`src/rtl/ras_decoded_branch_resolver_pkg.sv`:
```
// -----------------------------------------------------------------------------
// ras_decoded_branch_resolver_pkg
// Fetch-unit types shared by the decode-stage branch resolver and its
// return-address stack.
//   RAS_DEPTH        : default number of return-address-stack entries
//   RasPtrPath       : RAS top-of-stack pointer
//   RasCountPath     : RAS occupancy (0..RAS_DEPTH, one bit wider than ptr)
//   RasCheckpoint    : {top, count} snapshot stored with each instruction
//   BranchTargetType : which target a decode lane resolves to
// No ports (package).
// -----------------------------------------------------------------------------
package ras_decoded_branch_resolver_pkg;

  localparam int RAS_DEPTH     = 8;
  localparam int RAS_PTR_WIDTH = $clog2(RAS_DEPTH);

  typedef logic [RAS_PTR_WIDTH-1:0] RasPtrPath;
  typedef logic [RAS_PTR_WIDTH:0]   RasCountPath;

  typedef struct packed {
    RasPtrPath   top;
    RasCountPath count;
  } RasCheckpoint;

  typedef enum logic [1:0] {
    BTT_NONE    = 2'd0,  // lane does not redirect
    BTT_NEXT_PC = 2'd1,  // pc + INSN_BYTES (false taken / serialized)
    BTT_PC_REL  = 2'd2,  // pc + disp (conditional branch / JAL)
    BTT_RETURN  = 2'd3   // return address from the RAS
  } BranchTargetType;

endpackage

```
`src/rtl/ras_decoded_branch_resolver_ras_stack.sv`:
```
// -----------------------------------------------------------------------------
// ras_stack
// Circular return-address stack used by ras_decoded_branch_resolver. Only
// present when RSD_RAS_RETURN_PREDICT_EN is defined.
// Ports:
//   clk, rst             : clock, synchronous active-high reset
//   update               : commit the lanes selected by apply this cycle
//   apply                : lanes (a prefix of the group) whose ops commit
//   push, pop            : per-lane call / return operations (already valid-gated)
//   pushAddr             : per-lane return address written on a push
//   recover, recoverTop,
//   recoverCount         : backend restore of pointer and occupancy
//   ckptTop, ckptCount   : per-lane state before that lane's operation
//   topAddr              : per-lane RAS[top], forwarding pushes of lower lanes
// -----------------------------------------------------------------------------
`ifdef RSD_RAS_RETURN_PREDICT_EN
module ras_stack #(
  parameter int DECODE_WIDTH = 2,
  parameter int RAS_DEPTH    = 8,
  parameter int PC_WIDTH     = 32,
  parameter int PTR_WIDTH    = $clog2(RAS_DEPTH)
) (
  input  logic                                   clk,
  input  logic                                   rst,
  input  logic                                   update,
  input  logic [DECODE_WIDTH-1:0]                apply,
  input  logic [DECODE_WIDTH-1:0]                push,
  input  logic [DECODE_WIDTH-1:0]                pop,
  input  logic [DECODE_WIDTH-1:0][PC_WIDTH-1:0]  pushAddr,
  input  logic                                   recover,
  input  logic [PTR_WIDTH-1:0]                   recoverTop,
  input  logic [PTR_WIDTH:0]                     recoverCount,
  output logic [DECODE_WIDTH-1:0][PTR_WIDTH-1:0] ckptTop,
  output logic [DECODE_WIDTH-1:0][PTR_WIDTH:0]   ckptCount,
  output logic [DECODE_WIDTH-1:0][PC_WIDTH-1:0]  topAddr
);
  import ras_decoded_branch_resolver_pkg::*;

  localparam logic [PTR_WIDTH:0] FULL_COUNT = (PTR_WIDTH+1)'(RAS_DEPTH);

  logic [PC_WIDTH-1:0]                   entries [RAS_DEPTH];
  logic [PTR_WIDTH-1:0]                  topReg;
  logic [PTR_WIDTH:0]                    countReg;
  logic [DECODE_WIDTH-1:0][PTR_WIDTH-1:0] wrIdx;
  logic [DECODE_WIDTH-1:0][PTR_WIDTH-1:0] postTop;
  logic [DECODE_WIDTH-1:0][PTR_WIDTH:0]   postCount;
  logic [PTR_WIDTH-1:0]                  nextTop;
  logic [PTR_WIDTH:0]                    nextCount;

  // Walk the lanes in order: checkpoint, pop (if non-empty), then push.
  always_comb begin
    logic [PTR_WIDTH-1:0] t;
    logic [PTR_WIDTH:0]   c;
    t = topReg;
    c = countReg;
    ckptTop   = '0;
    ckptCount = '0;
    wrIdx     = '0;
    postTop   = '0;
    postCount = '0;
    for (int i = 0; i < DECODE_WIDTH; i++) begin
      ckptTop[i]   = t;
      ckptCount[i] = c;
      if (pop[i] && (c != '0)) begin
        t = t - 1'b1;
        c = c - 1'b1;
      end else begin
        t = t;
      end
      // Slot a push from this lane lands in; overflow simply wraps onto the oldest.
      wrIdx[i] = t + 1'b1;
      if (push[i]) begin
        t = t + 1'b1;
        c = (c == FULL_COUNT) ? c : c + 1'b1;
      end else begin
        t = t;
      end
      postTop[i]   = t;
      postCount[i] = c;
    end
  end

  // Return address seen by each lane; the latest lower-lane push to that slot wins.
  always_comb begin
    topAddr = '0;
    for (int i = 0; i < DECODE_WIDTH; i++) begin
      topAddr[i] = entries[ckptTop[i]];
      for (int j = 0; j < DECODE_WIDTH; j++) begin
        topAddr[i] = ((j < i) && push[j] && (wrIdx[j] == ckptTop[i])) ? pushAddr[j] : topAddr[i];
      end
    end
  end

  // State after the last committed lane (apply is a prefix mask).
  always_comb begin
    nextTop   = topReg;
    nextCount = countReg;
    for (int i = 0; i < DECODE_WIDTH; i++) begin
      if (apply[i]) begin
        nextTop   = postTop[i];
        nextCount = postCount[i];
      end else begin
        nextTop   = nextTop;
      end
    end
  end

  // Stack state: reset beats recover, recover beats decode updates.
  always_ff @(posedge clk) begin
    if (rst) begin
      topReg   <= '0;
      countReg <= '0;
      for (int k = 0; k < RAS_DEPTH; k++) begin
        entries[k] <= '0;
      end
    end else if (recover) begin
      topReg   <= recoverTop;
      countReg <= recoverCount;
    end else if (update) begin
      topReg   <= nextTop;
      countReg <= nextCount;
      for (int j = 0; j < DECODE_WIDTH; j++) begin
        if (push[j] && apply[j]) begin
          entries[wrIdx[j]] <= pushAddr[j];
        end
      end
    end
  end

endmodule
`endif

```
`src/rtl/ras_decoded_branch_resolver.sv`:
```
// -----------------------------------------------------------------------------
// ras_decoded_branch_resolver
// Decode-stage branch resolver between fetch/predecode and rename. Checks the
// fetch prediction of each decode lane in order and raises at most one
// redirect per cycle (PC-relative targets, false predicted-taken, serialized
// instructions and, optionally, returns checked against a return-address
// stack with per-lane checkpoints for backend recovery).
// Build option: RSD_RAS_RETURN_PREDICT_EN - when defined, return checking and
// the RAS (ras_stack) are present; when undefined, returns are plain JALRs
// and the checkpoint outputs are tied to 0.
// Ports:
//   clk, rst, stall, decodeComplete : clock, sync reset, stall, group accepted
//   insnValidIn, class flags, pc, disp, predTaken, predAddr, globalHistory
//                                    : per-lane decode inputs
//   recover, recoverTop, recoverCount : backend RAS restore
//   insnValidOut, insnFlushed, insnFlushTriggering : per-lane flush status
//   brPredTakenOut, brPredAddrOut    : corrected per-lane prediction
//   flushTriggered, recoveredPC, recoveredBrHistory : the redirect
//   ckptTop, ckptCount               : per-lane RAS checkpoint
// -----------------------------------------------------------------------------
module ras_decoded_branch_resolver #(
  parameter int DECODE_WIDTH = 2,
  parameter int RAS_DEPTH    = 8,
  parameter int PC_WIDTH     = 32,
  parameter int GH_WIDTH     = 10,
  parameter int INSN_BYTES   = 4
) (
  input  logic                                           clk,
  input  logic                                           rst,
  input  logic                                           stall,
  input  logic                                           decodeComplete,
  input  logic [DECODE_WIDTH-1:0]                        insnValidIn,
  input  logic [DECODE_WIDTH-1:0]                        isRelBranch,
  input  logic [DECODE_WIDTH-1:0]                        isJal,
  input  logic [DECODE_WIDTH-1:0]                        writePC,
  input  logic [DECODE_WIDTH-1:0]                        isSerialized,
  input  logic [DECODE_WIDTH-1:0]                        isCall,
  input  logic [DECODE_WIDTH-1:0]                        isReturn,
  input  logic [DECODE_WIDTH-1:0][PC_WIDTH-1:0]          pc,
  input  logic [DECODE_WIDTH-1:0][PC_WIDTH-1:0]          disp,
  input  logic [DECODE_WIDTH-1:0]                        predTaken,
  input  logic [DECODE_WIDTH-1:0][PC_WIDTH-1:0]          predAddr,
  input  logic [DECODE_WIDTH-1:0][GH_WIDTH-1:0]          globalHistory,
  input  logic                                           recover,
  input  logic [$clog2(RAS_DEPTH)-1:0]                   recoverTop,
  input  logic [$clog2(RAS_DEPTH):0]                     recoverCount,
  output logic [DECODE_WIDTH-1:0]                        insnValidOut,
  output logic [DECODE_WIDTH-1:0]                        insnFlushed,
  output logic [DECODE_WIDTH-1:0]                        insnFlushTriggering,
  output logic [DECODE_WIDTH-1:0]                        brPredTakenOut,
  output logic [DECODE_WIDTH-1:0][PC_WIDTH-1:0]          brPredAddrOut,
  output logic                                           flushTriggered,
  output logic [PC_WIDTH-1:0]                            recoveredPC,
  output logic [GH_WIDTH-1:0]                            recoveredBrHistory,
  output logic [DECODE_WIDTH-1:0][$clog2(RAS_DEPTH)-1:0] ckptTop,
  output logic [DECODE_WIDTH-1:0][$clog2(RAS_DEPTH):0]   ckptCount
);
  import ras_decoded_branch_resolver_pkg::*;

  localparam int PTR_WIDTH = $clog2(RAS_DEPTH);
  localparam logic [PC_WIDTH-1:0] INSN_STEP = PC_WIDTH'(INSN_BYTES);

  logic [DECODE_WIDTH-1:0]               retCheck;     // lane is a return with a non-empty RAS
  logic [DECODE_WIDTH-1:0][PC_WIDTH-1:0] rasTopAddr;
  logic [DECODE_WIDTH-1:0]               applyMask;
  logic [DECODE_WIDTH-1:0]               triggerMask;
  logic [DECODE_WIDTH-1:0]               flushedMask;
  logic                                  flush;
  logic [PC_WIDTH-1:0]                   flushTarget;
  logic [GH_WIDTH-1:0]                   flushHistory;

`ifdef RSD_RAS_RETURN_PREDICT_EN
  logic [DECODE_WIDTH-1:0]               rasPush;
  logic [DECODE_WIDTH-1:0]               rasPop;
  logic [DECODE_WIDTH-1:0][PC_WIDTH-1:0] rasPushAddr;

  // Raw per-lane RAS operations; which of them commit is decided by applyMask.
  always_comb begin
    rasPush     = '0;
    rasPop      = '0;
    rasPushAddr = '0;
    retCheck    = '0;
    for (int i = 0; i < DECODE_WIDTH; i++) begin
      rasPush[i]     = insnValidIn[i] & isCall[i];
      rasPop[i]      = insnValidIn[i] & isReturn[i];
      rasPushAddr[i] = pc[i] + INSN_STEP;
      retCheck[i]    = isReturn[i] & (ckptCount[i] != '0);
    end
  end

  ras_stack #(
    .DECODE_WIDTH (DECODE_WIDTH),
    .RAS_DEPTH    (RAS_DEPTH),
    .PC_WIDTH     (PC_WIDTH),
    .PTR_WIDTH    (PTR_WIDTH)
  ) rasStack (
    .clk          (clk),
    .rst          (rst),
    .update       (decodeComplete & ~stall),
    .apply        (applyMask),
    .push         (rasPush),
    .pop          (rasPop),
    .pushAddr     (rasPushAddr),
    .recover      (recover),
    .recoverTop   (recoverTop),
    .recoverCount (recoverCount),
    .ckptTop      (ckptTop),
    .ckptCount    (ckptCount),
    .topAddr      (rasTopAddr)
  );
`else
  logic unusedRasInputs;

  assign unusedRasInputs = ^{clk, rst, stall, decodeComplete, isCall, isReturn,
                             recover, recoverTop, recoverCount, applyMask};
  assign retCheck   = '0;
  assign rasTopAddr = '0;
  assign ckptTop    = '0;
  assign ckptCount  = '0;
`endif

  // Lane scan: stop at the first invalid lane, first flushing lane, or an unchecked JALR.
  always_comb begin
    BranchTargetType     tgtType;
    logic [PC_WIDTH-1:0] laneTgt;
    logic                laneFlush;
    logic                laneStop;
    logic                stop;
    stop         = 1'b0;
    flush        = 1'b0;
    flushTarget  = '0;
    flushHistory = '0;
    applyMask    = '0;
    triggerMask  = '0;
    flushedMask  = '0;
    for (int i = 0; i < DECODE_WIDTH; i++) begin
      tgtType   = BTT_NONE;
      laneFlush = 1'b0;
      laneStop  = 1'b0;
      if (!insnValidIn[i]) begin
        laneStop = 1'b1;
      end else if (!writePC[i] && predTaken[i]) begin
        tgtType   = BTT_NEXT_PC;
        laneFlush = 1'b1;
      end else if (isRelBranch[i] && (isJal[i] || predTaken[i])) begin
        tgtType = BTT_PC_REL;
      end else if (retCheck[i]) begin
        tgtType = BTT_RETURN;
      end else if (writePC[i]) begin
        // Register-indirect jump (or return with an empty RAS): cannot be checked here.
        laneStop = 1'b1;
      end else if (isSerialized[i]) begin
        tgtType   = BTT_NEXT_PC;
        laneFlush = 1'b1;
      end else begin
        laneStop = 1'b0;
      end

      case (tgtType)
        BTT_NEXT_PC: laneTgt = pc[i] + INSN_STEP;
        BTT_PC_REL:  laneTgt = pc[i] + disp[i];
        BTT_RETURN:  laneTgt = rasTopAddr[i];
        default:     laneTgt = '0;
      endcase

      if (tgtType == BTT_PC_REL) begin
        laneFlush = (predAddr[i] != laneTgt);
      end else if (tgtType == BTT_RETURN) begin
        laneFlush = (predAddr[i] != laneTgt) || !predTaken[i];
      end else begin
        laneFlush = laneFlush;
      end

      if (!stop) begin
        applyMask[i] = insnValidIn[i];
        if (laneFlush) begin
          flush          = 1'b1;
          triggerMask[i] = 1'b1;
          flushTarget    = laneTgt;
          flushHistory   = globalHistory[i];
          stop           = 1'b1;
        end else if (laneStop) begin
          stop = 1'b1;
        end else begin
          stop = 1'b0;
        end
      end else begin
        flushedMask[i] = flush & insnValidIn[i];
      end
    end
  end

  // Per-lane outputs: the check lane carries the corrected target, younger lanes are squashed.
  always_comb begin
    insnValidOut        = insnValidIn & ~flushedMask;
    insnFlushed         = flushedMask;
    insnFlushTriggering = triggerMask;
    brPredTakenOut      = '0;
    brPredAddrOut       = '0;
    for (int i = 0; i < DECODE_WIDTH; i++) begin
      brPredTakenOut[i] = triggerMask[i] ? 1'b1 : predTaken[i];
      brPredAddrOut[i]  = triggerMask[i] ? flushTarget : predAddr[i];
    end
    flushTriggered     = flush;
    recoveredPC        = flushTarget;
    recoveredBrHistory = flushHistory;
  end

endmodule

```
`config.mk`:
```
export PLATFORM = sky130hd
export DESIGN_NAME = ras_decoded_branch_resolver
export DESIGN_NICKNAME = d
export VERILOG_FILES = /design/src/rtl/ras_decoded_branch_resolver_pkg.sv /design/src/rtl/ras_decoded_branch_resolver_ras_stack.sv /design/src/rtl/ras_decoded_branch_resolver.sv
export SDC_FILE = /design/constraint.sdc
export NUM_CORES = 1
export LEC_CHECK = 0
export ABC_CLOCK_PERIOD_IN_PS = 13250
export CAP_MARGIN = 20
export CORE_AREA = 2 2 154 156
export DETAILED_ROUTE_END_ITERATION = 7
export DIE_AREA = 0 0 156 158
export PLACE_DENSITY = 0.73
export SYNTH_ARGS = -nofsm -noshare
export SYNTH_HDL_FRONTEND = slang
export SYNTH_HIERARCHICAL = 1
export SYNTH_SLANG_ARGS = --single-unit
```
`constraint.sdc`:
```
create_clock -name vclk -period 13.25
set_input_delay 2.65 -clock vclk [all_inputs]
set_output_delay 2.65 -clock vclk [all_outputs]
set_load 0.05 [all_outputs]
```
# ---- Yosys cells after proc, flatten, opt, wreduce, memory -nomap -nowiden
# Cells that the tools add are included.
dict set report op_classes {
  n_addsub 4
  n_mux 48
  n_bitwise 3
  eq_ne 8
  n_reduce_logical 12
}
# cell count
set ops {}
lappend ops {{2-to-1 mux 32 bit} 5}
lappend ops {{case mux 32 bit (2 select lines)} 2}
lappend ops {{adder 32 x 3 -> 32 bit (second input constant)} 2}
lappend ops {{adder 32 bit} 2}
lappend ops {{inequality test 32 bit} 2}
lappend ops {{2-to-1 mux 1 bit} 32}
lappend ops {{2-to-1 mux 10 bit} 3}
lappend ops {{2-to-1 mux 2 bit} 6}
lappend ops {{equality test 2 bit (second input constant)} 4}
lappend ops {{equality test 2 x 1 -> 1 bit (second input constant)} 2}
lappend ops {{logical AND 1 bit} 4}
lappend ops {{logical NOT 1 bit} 4}
lappend ops {{logical OR 1 bit} 4}
lappend ops {{bitwise AND 2 bit} 1}
lappend ops {{inverter 2 bit} 1}
lappend ops {{bitwise AND 1 bit} 1}
dict set report totals {
  output_inout_bits 129
  input_bits 240
  wordCells 75
  reg_bits 0
}

# ---- Depth between registers and ports, before layout
dict set report logic_depth {
  depth_word 16
  mapped_depth 21
  ltp_nobuf 18
}

# ---- Worst setup path after synthesis
# OpenSTA, ideal clock, no wires.
dict set report synth_timing {
  kind {in2out}
  from {in isJal[0]}
  to {out brPredAddrOut[26] (netlist bit)}
  cell_stages 19
  path_slack_ns 3.249
  arrival_ns 7.351
  path_cell_list {nand2_1 > a21oi_1 > nor3b_1 > ha_1 > clkbuf_1 > nand2b_1 > clkbuf_1 > nor2_1 > a21oi_1 > and3_1 > a311o_1 > nor4_1 > nand4_1 > or4_1 > nor4_1 > a21boi_1 > clkbuf_1 > clkbuf_1 > o21ai_0}
}
# item line
set synth_lines {}
lappend synth_lines {{start: declaration} ras_decoded_branch_resolver.sv:34} ;# input logic [DECODE_WIDTH-1:0] isJal,
lappend synth_lines {{end: declaration} ras_decoded_branch_resolver.sv:51} ;# output logic [DECODE_WIDTH-1:0][PC_WIDTH-1:0] brPredAddrOut,

==> flow_summary.yaml <==
status:
  status: "finished, final reports clean"
route:
  drc: 0
  viasPerCell: 6.56
  num_vias: 13243
  ant_nets: 0
  drt_iter0_drc: 1382
  wl_um: 48100
  drt-wirelength-per-cell_um: 23.8
  dr.pass1.iters: 6
sta:
  fin_setup_tns_ns: 0
  relSlewSlack: 0.318
  hold_violations: 0
  drv_slew: 0
  timing.final.crit_share: 0.914
  finalCriticalPeriod_ns: 12.11
  rsz0062_at_grt: "false"
  max_freq_mhz: 82.6
  whs_ns: 6.53
  worst_slew_pin_slew_ns: 0.997
  setup_violations: 0
yosys:
  syn_inst: 1459
  synth_adder_area_share: 0.0959
  synth_xor_area_frac: 0.0954
  seq_area_frac_synth: 0
  syn_area_sq_um: 9550
  synth_top_family_by_area: "compound AO/OA/AOI/OAI gates"
  yosys.area_share.simple: 0.318
  synthMuxAreaShare: 0.0731
  synth-warning-count: 6
  synth_compound_area_frac: 0.345
  ys_types: 80
  syn_area_per_cell_sq_um: 6.55
setup_path:
  cp.arrival_ns: 9.46
  end_kind: "output pin"
  crit_type: "in2out"
  critPathLaunchType: "input pin"
  critical_path.max_fanout: 40
  slowest_stage: "clkdlybuf4s50_1"
  max_stage_delay_ns: 0.82
  path_cells: "clkdlybuf4s50_1, a21oi_1, nor3b_1, inv_1, ha_1, nand2b_1, nor3_1, a22o_1, or4_1, nor4_1, o2111ai_1, or3_1, nor4_1, nand4_1, o31a_1, nand2b_4, inv_4, buf_12, mux2_4, clkdlybuf4s50_1"
  required_ns: 10.60
grt:
  antenna_found_initial: 0
  use_met3: 0.0353
  track_usage: 0.362
  grt_max_degree: 72
  use_met2: 0.614
  grt_first_pass_wirelength_um: 69400
  first_global_vias: 12164
  gr-max-usage-layer: "met2"
  grt_use_met1: 0.464
  grt_overflow: 0
floorplanning:
  die_height_um: 158
  die_area_sq_um: 24600
  pin_count: 369
  start_util: 0.414
  coreArea_sq_um: 23100
  fp-row-count: 56
  die_w_um: 156
job:
  max_cap_viol_count: 0
cells_and_area:
  numSequentialCells: 0
  clock_buffers: 0
  seq_area_sq_um: 0
  area_growth_syn_to_layout_pct: 36.7
  fin_area_sq_um: 13100
  final_cell_mix: "338 x clkdlybuf4s50_1, 136 x nand2_1, 112 x nor2_1"
  layout_commonest_cell: "clkdlybuf4s50_1"
  fin_nets: 2043
  fin_cells: 2019
  antennaDiodeCount: 0
  drive_above_1_share: 0.0532
  multi_input_area_sq_um: 8930
  nFillCells: 2275
placement:
  placedCellCount: 2017
  dp_hpwl_um: 40500
  routabilityCongestion: 0.980
  placed_area_sq_um: 13000
  io_buffers: 338
power:
  leakage_nw: 4.87
  pwr_density_cell_nw_per_um2: 45.9
  max-vdd-ir-drop_uv: 19.6
clock_tree:
  ctsResizeCount: 0
  post-cts-setup-buffer-count: 0
  hold_buffers: 0
worst_hold_path:
  hold_class: "in2out"
[metrics by stage]
stage / setup slack (ns) / total power [mW] / utilization
after global placement: 1.30 / 0.583 / 0.566
after global routing: 0.790 / 0.631 / 0.566
after CTS: 1.30 / 0.588 / 0.566
after detailed placement: 1.31 / 0.585 / 0.566
after floorplan: 3.25 / 0.365 / -
final: 1.14 / 0.600 / 0.566
[per-layer routing]
metal	routed length [um]	up-vias
met5	0	-
met4	2510	0
met3	4290	164
met2	21900	862
met1	19400	6123
li1	-	6094
[final timing paths]
check                 startpoint                end  slack (ns)  cells past startpoint
setup / recovery    predTaken[1]  brPredAddrOut[61]        1.14                     20
hold / removal    insnValidIn[0]    insnValidOut[0]        6.53                      2
[cells in the mapped netlist (19+ instances only)]
cell type | n | area, sq um
clkbuf_1 | 73 | 274
nand2_1 | 136 | 510
nor4_1 | 29 | 181
nor3_1 | 54 | 270
xnor2_1 | 58 | 508
ha_1 | 70 | 876
xor2_1 | 46 | 403
a22o_1 | 44 | 385
o21ai_0 | 93 | 465
mux2_4 | 23 | 345
nand4_1 | 54 | 338
inv_1 | 55 | 206
nand3_1 | 52 | 260
a21oi_1 | 100 | 500
a21o_1 | 19 | 143
nand2b_1 | 25 | 156
and3_1 | 21 | 131
nor2_1 | 113 | 424
[worst max-delay path: cells and delay by family]
kind | cells | cell delay [ns]
AO/OA/AOI/OAI | 4 | 0.98
AND/OR/NAND/NOR | 9 | 3.12
buffers and inverters | 5 | 1.92
adder cells (fa/ha/maj) | 1 | 0.55
multiplexers | 1 | 0.21
[report_power, final]
part	internal, mW	switching [mW]
Sequential	0	0
Clock	0	0
Combinational	0.230	0.369
Total	0.230	0.369
[cell type report]
class | instances | share of cell area
well taps | 290 | 0.0278
multi-input cells | 1314 | 0.684
repair buffers | 358 | 0.272
inverters | 57 | 0.0166
[cells by family after synthesis]
group / after synthesis
other: 1
buffers and inverters: 159
adder cells (fa/ha/maj): 72
AO/OA/AOI/OAI: 480
XOR/XNOR: 104
multiplexers: 56
AND/OR/NAND/NOR: 587
(Power assumes the default switching activity.)
